`src/rtl/cnn_pkg.sv`:
```
// Shared constants, memory bank codes and pooling FSM states for the CNN layer stages.
package cnn_pkg;

    localparam int IMG_W  = 64;
    localparam int DW     = 20;
    localparam int AW     = 12;
    localparam int NUM_CH = 2;

    localparam int OUT_W = IMG_W / 2;
    localparam int PW    = $clog2(OUT_W);
    localparam int CW    = (NUM_CH > 1) ? $clog2(NUM_CH) : 1;

    localparam logic [2:0] CSEL_NONE  = 3'b000;
    localparam logic [2:0] CSEL_L0_K0 = 3'b001;
    localparam logic [2:0] CSEL_L0_K1 = 3'b010;
    localparam logic [2:0] CSEL_L1_K0 = 3'b011;
    localparam logic [2:0] CSEL_L1_K1 = 3'b100;

    typedef enum logic [2:0] {
        ST_IDLE,
        ST_RD,
        ST_LAST,
        ST_WR,
        ST_NXCH,
        ST_DONE
    } pool_state_e;

    function automatic logic [2:0] l0_bank(input logic [CW-1:0] ch);
        return (ch == '0) ? CSEL_L0_K0 : CSEL_L0_K1;
    endfunction

    function automatic logic [2:0] l1_bank(input logic [CW-1:0] ch);
        return (ch == '0) ? CSEL_L1_K0 : CSEL_L1_K1;
    endfunction

endpackage

```
`src/rtl/pool_addr_gen.sv`:
```
// Window/pixel/channel counters for 2x2 stride-2 pooling; forms the L0 read and L1 write addresses.
module pool_addr_gen
    import cnn_pkg::*;
(
    input  logic          clk,
    input  logic          reset,
    input  logic          clr_i,
    input  logic          win_step_i,
    input  logic          pix_step_i,
    input  logic          ch_step_i,
    output logic [1:0]    win_o,
    output logic [CW-1:0] ch_o,
    output logic [AW-1:0] caddr_rd_o,
    output logic [AW-1:0] caddr_wr_o,
    output logic          last_win_o,
    output logic          last_ch_o
);

    logic [PW-1:0] pr_q, pr_d;
    logic [PW-1:0] pc_q, pc_d;
    logic [CW-1:0] ch_q, ch_d;
    logic [1:0]    win_q, win_d;
    logic [PW:0]   rd_row;
    logic [PW:0]   rd_col;

    // NOTE: every variable gets its default before any branch, so no path leaves it unassigned (no latch).
    always_comb begin
        pr_d  = pr_q;
        pc_d  = pc_q;
        ch_d  = ch_q;
        win_d = win_q;
        if (clr_i) begin
            pr_d  = '0;
            pc_d  = '0;
            ch_d  = '0;
            win_d = '0;
        end else begin
            if (win_step_i) begin
                win_d = win_q + 2'd1;
            end
            if (pix_step_i) begin
                if (pc_q == PW'(OUT_W - 1)) begin
                    pc_d = '0;
                    pr_d = pr_q + 1'b1;
                end else begin
                    pc_d = pc_q + 1'b1;
                end
            end
            if (ch_step_i) begin
                ch_d = ch_q + 1'b1;
                pr_d = '0;
                pc_d = '0;
            end
        end
    end

    // NOTE: state registers use non-blocking assignments so every flop samples pre-edge values.
    always_ff @(posedge clk) begin
        if (reset) begin
            pr_q  <= '0;
            pc_q  <= '0;
            ch_q  <= '0;
            win_q <= '0;
        end else begin
            pr_q  <= pr_d;
            pc_q  <= pc_d;
            ch_q  <= ch_d;
            win_q <= win_d;
        end
    end

    // Window index bit 1 picks the bottom row, bit 0 the right column.
    assign rd_row = {pr_q, win_q[1]};
    assign rd_col = {pc_q, win_q[0]};

    assign caddr_rd_o = AW'(rd_row) * AW'(IMG_W) + AW'(rd_col);
    assign caddr_wr_o = AW'(pr_q) * AW'(OUT_W) + AW'(pc_q);

    assign win_o      = win_q;
    assign ch_o       = ch_q;
    assign last_win_o = (pr_q == PW'(OUT_W - 1)) && (pc_q == PW'(OUT_W - 1));
    assign last_ch_o  = (ch_q == CW'(NUM_CH - 1));

endmodule

```
`src/rtl/maxpool_l1.sv`:
```
// Layer-1 2x2/stride-2 max pooling: reads each L0 map, keeps the signed maximum per window, writes L1.
module maxpool_l1
    import cnn_pkg::*;
(
    input  logic          clk,
    input  logic          reset,
    input  logic          start,
    output logic          busy,
    output logic          done,
    output logic          crd,
    output logic [AW-1:0] caddr_rd,
    input  logic [DW-1:0] cdata_rd,
    output logic          cwr,
    output logic [AW-1:0] caddr_wr,
    output logic [DW-1:0] cdata_wr,
    output logic [2:0]    csel
);

    pool_state_e   state_q, state_d;
    logic [DW-1:0] mx_q;
    logic          rd_vld_q;
    logic          rd_first_q;

    logic          ag_clr, ag_win_step, ag_pix_step, ag_ch_step;
    logic [1:0]    win;
    logic [CW-1:0] ch;
    logic [AW-1:0] ag_rd_addr, ag_wr_addr;
    logic          last_win, last_ch;

    pool_addr_gen u_addr_gen (
        .clk        (clk),
        .reset      (reset),
        .clr_i      (ag_clr),
        .win_step_i (ag_win_step),
        .pix_step_i (ag_pix_step),
        .ch_step_i  (ag_ch_step),
        .win_o      (win),
        .ch_o       (ch),
        .caddr_rd_o (ag_rd_addr),
        .caddr_wr_o (ag_wr_addr),
        .last_win_o (last_win),
        .last_ch_o  (last_ch)
    );

    always_comb begin
        state_d     = state_q;
        ag_clr      = 1'b0;
        ag_win_step = 1'b0;
        ag_pix_step = 1'b0;
        ag_ch_step  = 1'b0;
        busy        = 1'b0;
        done        = 1'b0;
        crd         = 1'b0;
        cwr         = 1'b0;
        csel        = CSEL_NONE;
        unique case (state_q)
            ST_IDLE: begin
                ag_clr = 1'b1;
                if (start) state_d = ST_RD;
            end
            ST_RD: begin
                busy        = 1'b1;
                crd         = 1'b1;
                csel        = l0_bank(ch);
                ag_win_step = 1'b1;
                if (win == 2'd3) state_d = ST_LAST;
            end
            ST_LAST: begin
                busy    = 1'b1;
                state_d = ST_WR;
            end
            ST_WR: begin
                busy        = 1'b1;
                cwr         = 1'b1;
                csel        = l1_bank(ch);
                ag_pix_step = 1'b1;
                if (!last_win)    state_d = ST_RD;
                else if (last_ch) state_d = ST_DONE;
                else              state_d = ST_NXCH;
            end
            ST_NXCH: begin
                busy       = 1'b1;
                ag_ch_step = 1'b1;
                state_d    = ST_RD;
            end
            ST_DONE: begin
                done    = 1'b1;
                state_d = ST_IDLE;
            end
            default: state_d = ST_IDLE;
        endcase
    end

    // Address/data buses are held at zero outside their strobes.
    assign caddr_rd = crd ? ag_rd_addr : '0;
    assign caddr_wr = cwr ? ag_wr_addr : '0;
    assign cdata_wr = cwr ? mx_q : '0;

    // Read data lands one cycle after crd; the TL sample loads mx, later ones win only if strictly larger.
    always_ff @(posedge clk) begin
        if (reset) begin
            state_q    <= ST_IDLE;
            mx_q       <= '0;
            rd_vld_q   <= 1'b0;
            rd_first_q <= 1'b0;
        end else begin
            state_q    <= state_d;
            rd_vld_q   <= crd;
            rd_first_q <= crd && (win == 2'd0);
            if (rd_vld_q && (rd_first_q || ($signed(cdata_rd) > $signed(mx_q)))) begin
                mx_q <= cdata_rd;
            end
        end
    end

endmodule

```
`config.mk`:
```
export PLATFORM = sky130hd
export DESIGN_NAME = maxpool_l1
export DESIGN_NICKNAME = d
export VERILOG_FILES = /design/src/rtl/cnn_pkg.sv /design/src/rtl/pool_addr_gen.sv /design/src/rtl/maxpool_l1.sv
export SDC_FILE = /design/constraint.sdc
export NUM_CORES = 1
export LEC_CHECK = 0
export CORE_MARGIN = 2
export CORE_UTILIZATION = 43
export DETAILED_ROUTE_END_ITERATION = 6
export PLACE_DENSITY = 0.86
export SLEW_MARGIN = 10
export SYNTH_ARGS = -nofsm -noshare
export SYNTH_HDL_FRONTEND = slang
export SYNTH_SLANG_ARGS = --single-unit
```
`constraint.sdc`:
```
create_clock -name clk -period 2.2 [get_ports clk]
set_clock_uncertainty 0.05 [all_clocks]
set_input_delay 0.44 -clock clk [delete_from_list [all_inputs] [get_ports clk]]
set_output_delay 0.44 -clock clk [all_outputs]
set_load 0.01 [all_outputs]
```
After elaboration in Yosys (flattened, before gate mapping)
Index checks and enable logic that the tools add are counted.

storage, ports and cells
  register bits after elaboration = 38
  bits of input ports = 23
  output and inout port bits = 51
  logic and storage cells = 54

cells by class
  $add $sub $neg = 6
  magnitude comparators = 1
  equal/unequal tests = 10
  multiplexer cells = 18
  reductions and logical operators = 11

operators by type and width
  kind                 number
  $mux 12              2
  $gt 20x20->1         1
  $mux 20              1
  $pmux 3 s5           1
  $add 12x6->12        1
  $mux 3               4
  $add 10x5->11        1
  $add 5x1->5 const B  2
  $eq 5x5->1 const B   2
  $mux 1               7
  $eq 3x2->1 const B   2
  $eq 3x3->1 const B   2
  $pmux 3 s2           1
  $mux 5               1
  $ne 2x2->1 const B   2
  $reduce_and 2->1     2
  $reduce_or 4->1      1
  $eq 3x1->1 const B   1
  $logic_and 1x1->1    3
  $logic_not 3->1      1
  $reduce_or 3->1      1
  $add 2x1->2 const B  1
  $eq 2x2->1 const B   1
  $logic_not 2->1      1
  4 further kinds      4

Depth between registers and ports, before layout
  depth in word-level cells = 4
  gate-level depth with buffers = 10
  depth with buffers taken out = 8

Cells and area by module
A second synthesis with hierarchy kept.

second synthesis, totals
  cells, all modules = 335
  area, all modules = 2680.1 sq um

modules (own cells, without submodules)
  module         instances  cells an instance  area each (sq um)  seq. area each (sq um)
  maxpool_l1     1          259                1984.4             500.5
  pool_addr_gen  1          76                 695.7              260.2

Worst setup path after synthesis
No wires, ideal clock.

  path type = input-to-reg
  from = input cdata_rd[11]
  to = register mx_q[13]
  library setup time = 70 ps
  arrival time = 2186 ps
  required time = 2080 ps
  path slack = -106 ps
  stages = 8
  path buffers = 1
  cells stage by stage = ha_1 nand4_2 nor4_4 a31o_2 a31oi_2 buf_6 or4_1 a21oi_1

between the ends
  word-level cells in the longest chain between the ends = 3

ends and longest elaborated chain
  what                  line               RTL
  from (decl)           maxpool_l1.sv:12   input logic [DW-1:0] cdata_rd,
  $gt 20x20->1          maxpool_l1.sv:110  if (rd_vld_q && (rd_first_q || ($signed(cdata_rd) > $signed(mx_q)))) begin
  $logic_or 1x1->1      maxpool_l1.sv:110
  $logic_and 1x1->1     maxpool_l1.sv:110
  to (signal assigned)  maxpool_l1.sv:111  mx_q <= cdata_rd;
  to (decl)             maxpool_l1.sv:20   logic [DW-1:0] mx_q;

No other way between the ends.
A chain may end at the register's enable or synchronous reset.

Worst setup path after layout
  from = register mx_q[5]
  to = register mx_q[14]

between the ends
  word-level cells in the longest chain between the ends = 3

ends and longest elaborated chain
  what               line
  $gt 20x20->1       maxpool_l1.sv:110
  $logic_or 1x1->1   maxpool_l1.sv:110
  $logic_and 1x1->1  maxpool_l1.sv:110

No other way between the ends.

==> out/qor.yml <==
status: "finished with violations"
violations: "setup timing"
cts.sinks: 38
fin_ws_ps: -388.2
endpoint_kind: "flop"
die_h_um: 81.08
worstPathRequired_ps: 2370
layout-drive-gt1-share_pct: 34.62
post_drt_wl_per_cell_um: 18.68
synth_edf_count: 0
synth_top_family_by_area: "simple AND/OR/NAND/NOR gates"
pwr-share-clk_pct: 28.4
cts_buffers: 5
vias_per_cell: 5.851
fillers: 371
power_w: 0.001642
hold_viol: 0
finalSetupViolCount: 20
synth_fa_ha_area_share_pct: 12.73
syn_area_um2: 2555
fin_util_pct: 74.78
drtIter0Drc: 307
cts_tree: "done"
multi_input_area_um2: 1969
hold_depth: 3
first_pass_iters: 4
initial_core_util_pct: 43.93
ant_nets: 0
p_sw_share_pct: 29.75
hold_end: "mx_q[11]$_SDFFE_PP0P_"
critical_path_class: "reg -> reg"
start_kind: "flop"
grt_max_degree: 29
track_usage_pct: 27.22
crit_arrival_ps: 2760
synthXorXnorAreaFrac_pct: 1.714
critPathLaunch: "mx_q[5]$_SDFFE_PP0P_"
synth_compound_area_share_pct: 17.87
ff_latch_area_um2: 768.2
cts_buffer_depth: 2
r2r-start: "mx_q[5]$_SDFFE_PP0P_"
synth_top_flop_cell: "dfxtp_1"
seqPwrFrac_pct: 44.1
vias: 3025
grt_pass1_vias: 2887
clk_pin_slew_ps: 80
async_flop_share_pct: 0
cts_root_buffer: "clkbuf_8"
die_area_um2: 6574
rsz0062_at_grt: "yes"
dp_hpwl_um: 5074
nets: 491
grt_pass1_wl_um: 13760
grt_overflow: 0
synth_cells: 327
boundaryPins: 74
place_ws_ps: -753.9
htreeDepth: 2
hp-class: "in -> reg"
drc: 0
chipWidth_um: 81.08
synth_area_per_cell_um2: 7.813
rows: 28
finalWorstPathRequiredPeriod_ps: 2588
synth_seq_cells: 38
cts_hold_buf: 0
synthMuxAreaShare_pct: 0.8325
area_growth_pct: 70.23
reg2reg_to: "mx_q[14]$_SDFFE_PP0P_"
maxCapViolCount: 0
antenna_found_initial: 0
cp_max_fo: 8
reg2reg_setup_slack_ps: -390
gp_congestion: 0.8126
ir_drop_mv: 0.2151
drt-total-wl_um: 9657
io_buffer_count: 71
synth_cell_types: 42
fmax_mhz: 386.4
reg2reg_depth: 11
fin_crit_sh_pct: 117.6
core-area_um2: 5816
insertion_delay_ps: 300
power_density_nw_per_um2: 377.6
yosys.area_share.simple_pct: 27.42
finalSetupTns_ps: -6937
maxSlewViolCount: 0
yosys_warnings: 0
comb_power_share_pct: 27.5
n_antenna_cell: 0
hp-start: "cdata_rd[11]"
p_leak_nw: 2.340
p_switching_w: 0.0004886
synth_seq_area_share_pct: 29.77
p_int_w: 0.001154
-- power groups by stage --
stage / registers [W] / logic, W / clock network, W
finish: 0.000724 / 0.000451 / 0.000467
global route: 0.000725 / 0.000479 / 0.000495
CTS: 0.000719 / 0.000360 / 0.000468
detailed placement: 0.000734 / 0.000317 / 0
global placement: 0.000733 / 0.000305 / 0
floorplan: 0.000732 / 0.000179 / 0
-- cells in the final DEF, fill, tap and decap left out, drive strengths merged, types with 6 or more instances in the layout --
cell / synthesis / final
a21oi: 39 / 39
and2: 11 / 11
and3: 14 / 14
buf: 9 / 63
clkbuf: 19 / 11
clkdlybuf4s15: 0 / 6
dfxtp: 38 / 38
dlygate4sd2: 0 / 21
dlymetal6s2s: 0 / 35
ha: 26 / 26
inv: 25 / 25
nand2: 16 / 16
nand3: 9 / 9
nor2: 33 / 33
nor3: 8 / 8
o21ai: 12 / 12
o31ai: 20 / 20
or4: 19 / 19
-- per-stage QoR --
step           hold WS, ps  instances  cell area (um2)
2_1_floorplan        407.8        328             2620
3_3_place_gp         426.3        494             3650
3_5_place_dp         443.2        494             3650
4_1_cts              453.0        512             4023
5_1_grt              378.8        517             4349
6_report             377.1        517             4349
-- critical path, stage by stage (launching register included) --
cell and delay (ps):
dfxtp_1 360, inv_2 80, ha_4 270, nand4_1 140, nor4_4 310, buf_4 160
buf_4 100, o21ai_2 80, a31oi_4 370, buf_2 290, o31ai_1 130, a21oi_1 170
-- synth_stat cells, types with 2 or more instances --
cell type | n | share of area (%)
xor2_1 | 3 | 1.0
and2_1 | 11 | 2.7
dfxtp_1 | 38 | 30
ha_1 | 26 | 13
clkbuf_1 | 19 | 2.8
nand3_1 | 9 | 1.8
nand4_2 | 2 | 0.98
xnor2_1 | 2 | 0.69
nand2b_1 | 3 | 0.73
a21oi_1 | 38 | 7.4
nand2_1 | 16 | 2.4
nor2_1 | 33 | 4.8
nor3_1 | 8 | 1.6
buf_6 | 4 | 1.8
buf_2 | 2 | 0.39
o31ai_1 | 20 | 5.9
inv_1 | 25 | 3.7
nor2b_1 | 2 | 0.49
and3_1 | 14 | 3.4
buf_4 | 2 | 0.59
nand4_1 | 2 | 0.49
o21ai_0 | 10 | 2.0
or4_1 | 19 | 5.6
-- cells by family after synthesis --
logic type | after synthesis
AOI/OAI and AO/OA | 76
xor gates and xnor gates | 5
adders and majority gates | 26
buffers and inverters | 54
DFF | 38
muxes | 2
other | 1
and+or+nand+nor | 125
-- repair_timing --
action / CTS / global route
gates resized for setup: 65 / 107
setup buffers: 4 / 7
pin swaps: 22 / 28
cloned: 7 / 0
setup endpoints to repair: 48 / 54
-- registers in the layout, indices dropped and copies added (netlist names) --
name,cells
rd_first_q,1
u_addr_gen.ch_o,1
u_addr_gen.win_o,2
mx_q,20
u_addr_gen.pc_q,5
rd_vld_q,1
u_addr_gen.pr_q,5
state_q,3
-- metal layers --
| layer | track usage (%) | vias to the layer above | part of all wire [%] |
|---|---|---|---|
| met3 | 6.222 | 49 | 8.9 |
| met4 | 14.24 | 0 | 4.8 |
| met2 | 48.51 | 172 | 49 |
| li1 | - | 1391 | - |
| met1 | 29.99 | 1413 | 38 |
| met5 | 0 | - | 0 |
-- cell type report --
| class | count | area share (%) |
|---|---|---|
| Clock buffer | 7 | 1.755 |
| Multi-Input combinational cell | 237 | 45.28 |
| Tap cell | 75 | 2.158 |
| Timing Repair Buffer | 134 | 30.90 |
| Sequential cell | 38 | 17.66 |
| Inverter | 26 | 2.244 |
-- how the worst max path moves through the flow --
stage | endpoint | slack [ps]
finish | mx_q[14]$_SDFFE_PP0P_ | -390
global route | mx_q[17]$_SDFFE_PP0P_ | -480
CTS | mx_q[1]$_SDFFE_PP0P_ | -360
detailed placement | mx_q[11]$_SDFFE_PP0P_ | -750
global placement | mx_q[14]$_SDFFE_PP0P_ | -740
floorplan | mx_q[14]$_SDFFE_PP0P_ | -80
Note: power is estimated with default switching activity, not from simulation.
